**config.mk**
```make
export PLATFORM = sky130hd
export DESIGN_NAME = mc_control_fsm
export DESIGN_NICKNAME = d
export VERILOG_FILES = /design/src/rtl/mc_control_fsm.sv
export SDC_FILE = /design/constraint.sdc
export NUM_CORES = 1
export LEC_CHECK = 0
export ABC_AREA = 1
export CAP_MARGIN = 20
export CORE_MARGIN = 4
export CORE_UTILIZATION = 45
export DETAILED_ROUTE_END_ITERATION = 7
export GPL_TIMING_DRIVEN = 0
export PLACE_DENSITY = 0.81
export SYNTH_ARGS = -nofsm -noshare
export SYNTH_HDL_FRONTEND = slang
export SYNTH_SLANG_ARGS = --single-unit
```
**constraint.sdc**
```tcl
create_clock -name CLK -period 1.55 [get_ports CLK]
set_input_delay 0.31 -clock CLK [delete_from_list [all_inputs] [get_ports CLK]]
set_output_delay 0.31 -clock CLK [all_outputs]
set_load 0.01 [all_outputs]
```
**src/rtl/mc_control_fsm.sv**
```systemverilog
// Multi-cycle RV32I control FSM: fetch/decode/execute/memory/writeback sequencing,
// memory wait-state handshakes with timeout, byte-enable generation and a sticky error state.
module mc_control_fsm #(
  parameter int CNT_W    = 32,
  parameter int WAIT_MAX = 15
) (
  input  logic             CLK,
  input  logic             RST,
  input  logic [6:0]       OPCODE,
  input  logic [2:0]       FUNCT3,
  input  logic [1:0]       ADDR_LSB,
  input  logic             I_MEM_RDY,
  input  logic             D_MEM_RDY,
  output logic             IR_WR,
  output logic             PC_WR,
  output logic             PC_WRITE_COND,
  output logic             RF_WE,
  output logic             ALU_WR,
  output logic             MUX1,
  output logic             MUX4,
  output logic             REWR_MUX,
  output logic [1:0]       MUX2,
  output logic [10:0]      ALU_CONTROL,
  output logic             I_MEM_CSN,
  output logic             D_MEM_CSN,
  output logic             D_MEM_WEN,
  output logic [3:0]       D_MEM_BE,
  output logic [3:0]       STATE,
  output logic             ERR,
  output logic [CNT_W-1:0] NUM_INST,
  output logic [CNT_W-1:0] NUM_CYCLE
);

  typedef enum logic [3:0] {
    S_U_EX    = 4'd0,
    S_IF      = 4'd1,
    S_ID      = 4'd2,
    S_JAL_EX  = 4'd3,
    S_BR_ID   = 4'd4,
    S_LI_EX   = 4'd5,
    S_SW_EX   = 4'd6,
    S_R_EX    = 4'd7,
    S_JALR_EX = 4'd8,
    S_BR_EX   = 4'd9,
    S_WB      = 4'd11,
    S_LW_MEM  = 4'd12,
    S_LW_WB   = 4'd13,
    S_SW_MEM  = 4'd14,
    S_ERR     = 4'd15
  } state_t;

  localparam logic [6:0] OP_JAL    = 7'b1101111;
  localparam logic [6:0] OP_BRANCH = 7'b1100011;
  localparam logic [6:0] OP_LUI    = 7'b0110111;
  localparam logic [6:0] OP_AUIPC  = 7'b0010111;
  localparam logic [6:0] OP_R      = 7'b0110011;
  localparam logic [6:0] OP_I      = 7'b0010011;
  localparam logic [6:0] OP_LOAD   = 7'b0000011;
  localparam logic [6:0] OP_STORE  = 7'b0100011;
  localparam logic [6:0] OP_JALR   = 7'b1100111;

  localparam int WAIT_W = (WAIT_MAX < 1) ? 1 : $clog2(WAIT_MAX + 1);

  state_t            state, state_nxt, dec_state;
  logic [WAIT_W-1:0] wait_cnt;
  logic              in_wait, rdy, timeout, misaligned;
  logic [3:0]        be_calc;
  logic              unused_funct3;

  // Sign/zero-extension bit does not affect byte enables.
  assign unused_funct3 = FUNCT3[2];

  assign in_wait = (state == S_IF) || (state == S_LW_MEM) || (state == S_SW_MEM);
  assign rdy     = (state == S_IF) ? I_MEM_RDY : D_MEM_RDY;
  assign timeout = (WAIT_MAX != 0) && in_wait && !rdy && (wait_cnt == WAIT_W'(WAIT_MAX));

  always_comb begin
    be_calc    = '0;
    misaligned = 1'b0;
    case (FUNCT3[1:0])
      2'b00: be_calc = 4'b0001 << ADDR_LSB;
      2'b01: begin
        if (ADDR_LSB[0]) misaligned = 1'b1;
        else             be_calc    = 4'b0011 << ADDR_LSB;
      end
      2'b10: begin
        if (ADDR_LSB != 2'b00) misaligned = 1'b1;
        else                   be_calc    = 4'b1111;
      end
      default: misaligned = 1'b1;
    endcase
  end

  always_ff @(posedge CLK) begin
    if (RST) begin
      state     <= S_IF;
      wait_cnt  <= '0;
      NUM_INST  <= '0;
      NUM_CYCLE <= '0;
    end else begin
      state <= state_nxt;
      if (!in_wait || rdy || (state_nxt != state)) wait_cnt <= '0;
      else                                          wait_cnt <= wait_cnt + WAIT_W'(1);
      if ((state == S_IF) && I_MEM_RDY) NUM_INST  <= NUM_INST + CNT_W'(1);
      if (state != S_ERR)               NUM_CYCLE <= NUM_CYCLE + CNT_W'(1);
    end
  end

  always_comb begin
    state_nxt = state;
    case (state)
      S_IF: begin
        if (I_MEM_RDY) begin
          case (OPCODE)
            OP_JAL:                                    state_nxt = S_JAL_EX;
            OP_BRANCH:                                 state_nxt = S_BR_ID;
            OP_LUI, OP_AUIPC:                          state_nxt = S_U_EX;
            OP_R, OP_I, OP_LOAD, OP_STORE, OP_JALR:    state_nxt = S_ID;
            default:                                   state_nxt = S_ERR;
          endcase
        end
      end
      S_ID: begin
        case (OPCODE)
          OP_R:           state_nxt = S_R_EX;
          OP_I, OP_LOAD:  state_nxt = S_LI_EX;
          OP_STORE:       state_nxt = S_SW_EX;
          OP_JALR:        state_nxt = S_JALR_EX;
          default:        state_nxt = S_ERR;
        endcase
      end
      S_U_EX, S_JAL_EX, S_R_EX, S_JALR_EX: state_nxt = S_WB;
      S_BR_ID:   state_nxt = S_BR_EX;
      S_LI_EX: begin
        case (OPCODE)
          OP_I:    state_nxt = S_WB;
          OP_LOAD: state_nxt = S_LW_MEM;
          default: state_nxt = S_ERR;
        endcase
      end
      S_SW_EX:   state_nxt = S_SW_MEM;
      S_BR_EX:   state_nxt = S_IF;
      S_WB:      state_nxt = S_IF;
      S_LW_MEM: begin
        if (misaligned)     state_nxt = S_ERR;
        else if (D_MEM_RDY) state_nxt = S_LW_WB;
      end
      S_LW_WB:   state_nxt = S_IF;
      S_SW_MEM: begin
        if (misaligned)     state_nxt = S_ERR;
        else if (D_MEM_RDY) state_nxt = S_IF;
      end
      default:   state_nxt = S_ERR;
    endcase
    if (timeout) state_nxt = S_ERR;
  end

  // Reset forces the IF decode so an interrupted store cannot keep its write strobe.
  assign dec_state = RST ? S_IF : state;

  always_comb begin
    IR_WR         = 1'b0;
    PC_WR         = 1'b0;
    PC_WRITE_COND = 1'b0;
    RF_WE         = 1'b0;
    ALU_WR        = 1'b0;
    MUX1          = 1'b0;
    MUX4          = 1'b0;
    REWR_MUX      = 1'b0;
    MUX2          = 2'b00;
    I_MEM_CSN     = 1'b1;
    D_MEM_CSN     = 1'b1;
    D_MEM_WEN     = 1'b1;
    D_MEM_BE      = '0;
    ERR           = 1'b0;
    case (dec_state)
      S_IF: begin
        I_MEM_CSN = RST;
        IR_WR     = I_MEM_RDY & ~RST;
        ALU_WR    = I_MEM_RDY & ~RST;
      end
      S_ID:      PC_WR = 1'b1;
      S_U_EX:    begin MUX2 = 2'b10; ALU_WR = 1'b1; PC_WR = 1'b1; end
      S_JAL_EX:  begin MUX2 = 2'b10; PC_WR = 1'b1; end
      S_BR_ID:   begin MUX2 = 2'b10; ALU_WR = 1'b1; PC_WR = 1'b1; end
      S_LI_EX,
      S_SW_EX:   begin MUX1 = 1'b1; MUX2 = 2'b10; ALU_WR = 1'b1; end
      S_R_EX:    begin MUX1 = 1'b1; MUX2 = 2'b01; ALU_WR = 1'b1; end
      S_JALR_EX: begin MUX1 = 1'b1; MUX2 = 2'b10; PC_WR = 1'b1; end
      S_BR_EX:   begin MUX1 = 1'b1; MUX2 = 2'b01; MUX4 = 1'b1; PC_WRITE_COND = 1'b1; end
      S_WB:      RF_WE = 1'b1;
      S_LW_MEM: begin
        if (!misaligned) begin
          D_MEM_CSN = 1'b0;
          D_MEM_BE  = be_calc;
        end
      end
      S_LW_WB:   begin RF_WE = 1'b1; REWR_MUX = 1'b1; end
      S_SW_MEM: begin
        if (!misaligned) begin
          D_MEM_CSN = 1'b0;
          D_MEM_WEN = 1'b0;
          D_MEM_BE  = be_calc;
        end
      end
      S_ERR:     ERR = 1'b1;
      default:   ;
    endcase
  end

  assign STATE       = state;
  assign ALU_CONTROL = {OPCODE, state};

endmodule
```
==> results of run 1 <==
## cell families (layout without fill, tap and decap cells)
group	count (synthesis)	count (layout)	share of synthesized area, %
XOR/XNOR	30	30	6.069
AND/OR/NAND/NOR	360	360	37.34
adder cells (fa/ha/maj)	3	3	0.8671
flip-flops	72	72	33.29
buffers and inverters	111	335	10.84
AO/OA/AOI/OAI	89	89	11.59
## cells in the mapped netlist, drive strengths merged
master	instances	area, µm²
nand2	144	553.0
nor4	4	25.02
o211ai	2	15.01
clkinv	1	3.750
a211oi	1	7.510
o21ai	29	145.1
a21oi	39	195.2
o221a	2	22.52
inv	85	319.1
a31oi	5	31.28
o22ai	3	18.77
nor3	26	180.2
nor2	122	480.5
ha	3	37.54
o21a	3	22.52
o221ai	2	17.52
clkbuf	9	33.78
or2	1	6.260
a41oi	2	17.52
dfxtp	72	1441
nand4	20	125.1
buf	16	112.6
xnor2	14	122.6
nand3b	5	41.29
nand3	36	190.2
xor2	16	140.1
nor3b	2	15.01
o22a	1	8.760
## through the flow
stage	setup WS [ns]	power [µW]	util, %	TNS [ns]
2_1_floorplan	-0.07375	3385	-	-0.1563
3_5_place_dp	-1.062	4223	61.06	-35.72
5_1_grt	-0.5852	8388	84.25	-26.30
6_report	-0.5779	8227	84.25	-22.26
4_1_cts	-0.3708	6947	74.39	-7.647
3_3_place_gp	-1.069	4195	61.06	-33.89
## state kept, by name (all words and copies together), names as in the netlist
signal / flops
NUM_CYCLE: 32
NUM_INST: 32
STATE: 4
wait_cnt: 4
## repair_timing
item | 4_1_cts | 5_1_grt
pin swaps | 50 | 78
endpoints found under the hold margin | 0 | 0
endpoints found under the setup margin | 154 | 90
resized for setup | 365 | 208
buffers inserted | 64 | 47
## worst min-delay path by stage
stage                                 startpoint                       end  slack, ns  cells past startpoint
after floorplan           wait_cnt[0]$_SDFF_PP0_    wait_cnt[0]$_SDFF_PP0_       0.42                      1
after global placement    wait_cnt[0]$_SDFF_PP0_    wait_cnt[0]$_SDFF_PP0_       0.43                      1
after detailed placement  wait_cnt[0]$_SDFF_PP0_    wait_cnt[0]$_SDFF_PP0_       0.45                      1
after CTS                                    RST  NUM_INST[5]$_SDFFE_PP0P_       0.37                      3
after global routing                         RST  NUM_INST[5]$_SDFFE_PP0P_       0.41                      3
final                                        RST  NUM_INST[5]$_SDFFE_PP0P_       0.41                      3
## per-layer routing
metal  up-vias  wire length (µm)  part of all wire, %  GRT usage, %
met1      2938              7451                   32         31.34
met4         0              2425                   10         15.36
met3       248              2268                  9.8         5.768
li1       2587                 -                    -             -
met5         -                 0                    0             0
met2       566             10990                   48         53.32
## critical path, stage by stage (launching register included)
cell                      delay (ns)
sky130_fd_sc_hd__dfxtp_4        0.43
sky130_fd_sc_hd__nand2_4        0.08
sky130_fd_sc_hd__nor2_4         0.15
sky130_fd_sc_hd__buf_4          0.13
sky130_fd_sc_hd__buf_4          0.11
sky130_fd_sc_hd__nand2_4        0.05
sky130_fd_sc_hd__nand2_4        0.08
sky130_fd_sc_hd__nand2_4        0.07
sky130_fd_sc_hd__nor2_4         0.15
sky130_fd_sc_hd__inv_2          0.07
sky130_fd_sc_hd__nand2_2        0.08
sky130_fd_sc_hd__nor2_4         0.05
sky130_fd_sc_hd__nand2_1        0.09
sky130_fd_sc_hd__nand2_1        0.14
sky130_fd_sc_hd__nand2_2        0.12
sky130_fd_sc_hd__nand3_4        0.10
sky130_fd_sc_hd__nor2_2         0.14
## power by group through the flow
stage	Combinational, µW	Sequential [µW]	Clock [µW]
after floorplan	1230	2160	0
after global placement	2030	2160	0
after detailed placement	2060	2170	0
after CTS	3130	2140	1670
after global routing	4380	2190	1820
final	4260	2190	1770
## layout make-up
type | count | area share, %
Timing Repair Buffer | 209 | 24.35
Inverter | 86 | 4.399
Clock inverter | 6 | 1.040
Tap cell | 129 | 2.064
Sequential cell | 72 | 19.69
Buffer | 24 | 2.400
Clock buffer | 10 | 1.760
Multi-Input combinational cell | 482 | 44.30
==> qor.csv, run 1 <==
stage;metric;value;unit
status;run_status;finished with violations;
status;violations;setup timing;
cells_and_area;multi_input_comb_area;3465;µm²
cts;tritoncts.num_buffers;9;
sta;report.final.hold_viol_count;0;
global_route;grt_antenna_before_repair;0;
yosys;register_bit_count_reported_by_yosys;72;
yosys;syn_nets;684;
critical_path;critical_path.startpoint;STATE[3]$_SDFF_PP0_;
power_and_ir_drop;p_switching;3417;µW
placement;postPlaceCellArea;5669;µm²
cells_and_area;register_area;1540;µm²
critical_path;critPathCapture;wait_cnt[0]$_SDFF_PP0_;
cts;ctsHtreeMaxLevel;3;
cells_and_area;fillers;444;
floorplan;number_of_placement_rows;35;
detailed_routing;drtPass1Iterations;6;
sta;max_slew.worst_pin.slew;0.8909;ns
global_route;grt_pass1_vias;5580;
placement;detailed_place_hpwl;10.05;mm
sta;worst_hold_slack;0.4091;ns
power_and_ir_drop;leakage;0.003625;µW
detailed_routing;drt_iter0_drc;667;
sta;minimum_setup_slack_in_the_final_design;-0.5779;ns
power_and_ir_drop;powerDensity;1052;nW/µm²
cts;clock_sinks;72;
critical_path;setup_slack_of_the_worst_register_to_register_path;-0.58;ns
global_route;gr-usage-all-layers;29.07;%
yosys;synth-seq-area-share;33.29;%
sta;rsz_0062_raised_after_global_routing;true;
power_and_ir_drop;p_clk_share;21.6;%
cts;tritoncts;done;
critical_path;critical_path.endpoint_type;flip-flop;
cts;clkSlewWorstSetupHoldPaths;0.10;ns
critical_path;timing.critical_path.from_type;flip-flop;
power_and_ir_drop;power.ir.vdd_worst;0.0008235;V
placement;routabilityCongestion;0.9845;
detailed_routing;ant_nets;0;
floorplan;chipWidth;106.1;µm
floorplan;design.core.area;9284;µm²
detailed_routing;vias_per_cell;6.227;
floorplan;floorplan.die.height;106.1;µm
sta;post-route-period-util;137.3;%
power_and_ir_drop;share_seq_of_total_power;26.6;%
cts;worst_skew_pair.late_latency;0.39;ns
detailed_routing;wirelength;23.14;mm
worst_hold_path;timing.hold.worst.class;input pin to flip-flop;
critical_path;critPathKind;flip-flop to flip-flop;
placement;numPlacedInstances;904;
yosys;ys_types;38;
cells_and_area;areaGrowthSynthToFinish;80.66;%
critical_path;worst-path-max-fanout;4;
cells_and_area;leading_cell_types_in_the_layout_fill_and_taps_excluded;sky130_fd_sc_hd__nand2_1 (91), sky130_fd_sc_hd__dlygate4sd2_1 (77), sky130_fd_sc_hd__buf_4 (67), sky130_fd_sc_hd__inv_1 (64), sky130_fd_sc_hd__nor2_1 (61);
sta;clock-skew-final;0.01771;ns
yosys;synth_cells;665;
detailed_routing;detail_route.drc_violations;0;
cts;cts-hold-fix-buffers;0;
yosys;syn_area_per_cell;6.510;µm²
power_and_ir_drop;switching_share;41.53;%
critical_path;reg2reg_depth;16;
sta;maxSlewHeadroom;40.61;%
power_and_ir_drop;cell_internal_pwr;4810;µW
cts;ctsRootBufferMaster;sky130_fd_sc_hd__clkbuf_8;
critical_path;critPathRequiredTime;1.86;ns
critical_path;reg2reg_from;STATE[3]$_SDFF_PP0_;
cells_and_area;finish.net_count;903;
critical_path;critical_path.reg2reg.endpoint;wait_cnt[0]$_SDFF_PP0_;
sta;timing.final.max_slew_violations;0;
cells_and_area;layout.cell_area.non_filler;7821;µm²
cells_and_area;layout-drive-gt1-share;47.81;%
power_and_ir_drop;pwr-share-comb;51.8;%
global_route;grt_pass1_wl;26.61;mm
sta;timing.final.crit_period;2.128;ns
flow_run;drv.max_cap_violation_count;0;
floorplan;initial_utilization;46.63;%
cells_and_area;final_cells;1018;
detailed_routing;num_vias;6339;
detailed_routing;detail_route.wl_per_cell;22.73;µm
floorplan;dieArea;11250;µm²
floorplan;top_level_ports;113;
yosys;synth_area;4329;µm²
global_route;grt_remaining_overflow;0;
cells_and_area;layout.cells.most_common;sky130_fd_sc_hd__nand2_1;
critical_path;cp.arrival;2.44;ns
yosys;synth_warnings;0;
cts;clock_tree.buffer_depth;2;
sta;setup-violations-final;90;
cells_and_area;n_antenna_cell;0;
placement;port_buffers;110;
global_route;grt_max_degree;13;
sta;fmax;0.4699;GHz
No activity file was read; power rests on OpenSTA's default activity.
==> run 2, diff against run 1 <==
--- a/config.mk
+++ b/config.mk
@@ -8,10 +8,11 @@
 export ABC_AREA = 1
 export CAP_MARGIN = 20
 export CORE_MARGIN = 4
-export CORE_UTILIZATION = 45
+export CORE_UTILIZATION = 50
 export DETAILED_ROUTE_END_ITERATION = 7
 export GPL_TIMING_DRIVEN = 0
-export PLACE_DENSITY = 0.81
+export MAX_ROUTING_LAYER = met4
+export PLACE_DENSITY = 0.85
 export SYNTH_ARGS = -nofsm -noshare
 export SYNTH_HDL_FRONTEND = slang
 export SYNTH_SLANG_ARGS = --single-unit
==> constraint.sdc (replaced) <==
create_clock -name CLK -period 2.6 [get_ports CLK]
set_input_delay 0.52 -clock CLK [delete_from_list [all_inputs] [get_ports CLK]]
set_output_delay 0.52 -clock CLK [all_outputs]
set_load 0.01 [all_outputs]
==> qor.csv, run 2 (synthesized netlist as in run 1, its figures left out) <==
stage;metric;value;unit;change
global_route;grt_antenna_before_repair;0;;unchanged
critical_path;worst-path-max-fanout;10;;+6
sta;finalSetupTns;-0.1035;ns;+22.16 ns
cts;ctsRootBufferMaster;sky130_fd_sc_hd__clkbuf_8;;
placement;routabilityCongestion;0.9487;;-3.6%
sta;rsz_0062_raised_after_global_routing;true;;
power_and_ir_drop;power.ir.vdd_worst;0.0004042;V;-51%
critical_path;critPathKind;flip-flop to primary output;;
global_route;gr-usage-all-layers;25.62;%;-3.4 points
flow_run;drv.max_cap_violation_count;0;;unchanged
critical_path;cpMostUsedCell;sky130_fd_sc_hd__nand2_1;;
floorplan;floorplan.die.height;101.1;µm;-4.7%
global_route;grt_pass1_vias;4542;;-19%
cts;cts-hold-fix-buffers;0;;unchanged
sta;fmax;0.3787;GHz;
sta;worst_hold_slack;0.4679;ns;+0.05882 ns
sta;setup-violations-final;3;;-97%
cells_and_area;leading_cell_types_in_the_layout_fill_and_taps_excluded;sky130_fd_sc_hd__nand2_1 (141), sky130_fd_sc_hd__nor2_1 (111), sky130_fd_sc_hd__clkdlybuf4s50_1 (103), sky130_fd_sc_hd__inv_1 (82), sky130_fd_sc_hd__dfxtp_1 (68);;
floorplan;initial_utilization;52.16;%;+5.5 points
critical_path;timing.critical_path.from_type;flip-flop;;
cts;worst_skew_pair.late_latency;0.35;ns;-0.04 ns
floorplan;chipWidth;101.1;µm;-4.7%
detailed_routing;vias_per_cell;5.468;;-12%
cells_and_area;layout.cells.most_common;sky130_fd_sc_hd__nand2_1;;
detailed_routing;detail_route.wl_per_cell;14.29;µm;-37%
sta;report.final.hold_viol_count;0;;unchanged
detailed_routing;wirelength;12.77;mm;-45%
cells_and_area;layout-drive-gt1-share;8.238;%;-40 points
global_route;grt_pass1_wl;20.69;mm;-22%
placement;detailed_place_hpwl;9.881;mm;-1.7%
global_route;grt_max_degree;16;;+3
cts;clkSlewWorstSetupHoldPaths;0.07;ns;-0.03 ns
floorplan;number_of_placement_rows;33;;-5.7%
cells_and_area;registers_with_the_most_flip_flops;NUM_CYCLE (32), NUM_INST (32);;
cells_and_area;final_cells;894;;-12%
sta;minimum_setup_slack_in_the_final_design;-0.04082;ns;+0.5371 ns
status;run_status;finished with violations;;
detailed_routing;drt_iter0_drc;311;;-53%
status;violations;setup timing;;
cts;tritoncts.num_buffers;9;;unchanged
cells_and_area;fillers;708;;+59%
global_route;grt_remaining_overflow;0;;unchanged
floorplan;design.core.area;8299;µm²;-11%
critical_path;cp.arrival;2.12;ns;-0.32 ns
floorplan;top_level_ports;113;;unchanged
critical_path;critPathRequiredTime;2.08;ns;+0.22 ns
cts;ctsHtreeMaxLevel;3;;unchanged
cells_and_area;layout.cell_area.non_filler;5834;µm²;-25%
placement;postPlaceCellArea;5562;µm²;-1.9%
cells_and_area;register_area;1454;µm²;-5.6%
cells_and_area;n_antenna_cell;0;;unchanged
floorplan;dieArea;10210;µm²;-9.3%
sta;post-route-period-util;101.6;%;
critical_path;critical_path.endpoint_type;primary output;;
cells_and_area;finish.net_count;804;;-11%
power_and_ir_drop;powerDensity;609.2;nW/µm²;-42%
sta;timing.final.crit_period;2.641;ns;
sta;maxSlewHeadroom;57.30;%;+17 points
detailed_routing;detail_route.drc_violations;0;;unchanged
worst_hold_path;timing.hold.worst.class;flip-flop to flip-flop;;
cts;clock_sinks;72;;unchanged
detailed_routing;drtPass1Iterations;5;;-1
sta;timing.final.max_slew_violations;0;;unchanged
cts;tritoncts;done;;
critical_path;cp_slowest_cell;sky130_fd_sc_hd__clkdlybuf4s50_1;;
placement;port_buffers;110;;unchanged
critical_path;crit_path_max_incr_delay;0.57;ns;+0.14 ns
detailed_routing;ant_nets;0;;unchanged
cts;post_cts.repair.setup_buffers;0;;-100%
sta;max_slew.worst_pin.slew;0.6405;ns;-0.2504 ns
power_and_ir_drop;leakage;0.002229;µW;-39%
cells_and_area;multi_input_comb_area;2434;µm²;-30%
cts;clock_tree.buffer_depth;2;;unchanged
cells_and_area;areaGrowthSynthToFinish;34.77;%;
sta;clock-skew-final;0.01444;ns;-0.003268 ns
critical_path;ordered_cell_list_for_the_critical_path;buf_4 -> inv_2 -> nand2_1 -> nand2_1 -> o22a_1 -> o21ai_0 -> clkdlybuf4s50_1;;
detailed_routing;num_vias;4888;;-23%
placement;numPlacedInstances;880;;-2.7%
run 2: area by class of cell:
cell class                      count  area share (%)
Multi-Input combinational cell    482           41.71
Sequential cell                    72           24.92
Timing Repair Buffer              110           18.91
Inverter                           86           5.554
Buffer                             24           2.488
Clock buffer                       10           2.359
Tap cell                          105           2.252
Clock inverter                      5           1.801
run 2: repair_timing:
action	4_1_cts	5_1_grt
setup endpoints to repair	16	10
pin swaps	1	1
gates resized for setup	17	6
cloned	0	0
run 2: metal layers:
metal  global-route usage [%]  wire, µm  vias to the layer above
met4                    9.714       301                        0
met5                        -         0                        -
met3                    4.637       944                       42
li1                         -         -                     2382
met2                    41.80      6186                      217
met1                    31.46      5337                     2247
run 2: critical path, delay by kind of cell, from the launching register on:
family / cells / cell delay [ns]
compound gates: 2 / 0.28
buf+inv: 3 / 0.82
simple gates: 2 / 0.28
flops: 1 / 0.40
run 2: stage by stage:
step | setup slack, ns | utilization, % | total power [µW]
after floorplan | 0.5821 | - | 1985
after global placement | -0.3066 | 67.01 | 2449
after detailed placement | -0.3445 | 67.01 | 2467
after CTS | -0.02178 | 70.12 | 3548
after global routing | -0.1524 | 70.30 | 3731
final | -0.04082 | 70.30 | 3554
run 2: report_power, final:
group | internal, µW | switching [µW]
logic | 515 | 703
registers | 1170 | 91.8
clock network | 658 | 417
run 2: path summary, 6_finish.rpt:
path | cells past startpoint | to | start | slack [ns]
setup reg to reg | 12 | NUM_INST[28]$_SDFFE_PP0P_ | NUM_INST[1]$_SDFFE_PP0P_ | 0.53
hold / removal | 1 | wait_cnt[0]$_SDFF_PP0_ | wait_cnt[0]$_SDFF_PP0_ | 0.47
hold reg to reg | 1 | wait_cnt[0]$_SDFF_PP0_ | wait_cnt[0]$_SDFF_PP0_ | 0.47
setup / recovery | 7 | MUX2[1] | STATE[1]$_SDFF_PP0_ | -0.04
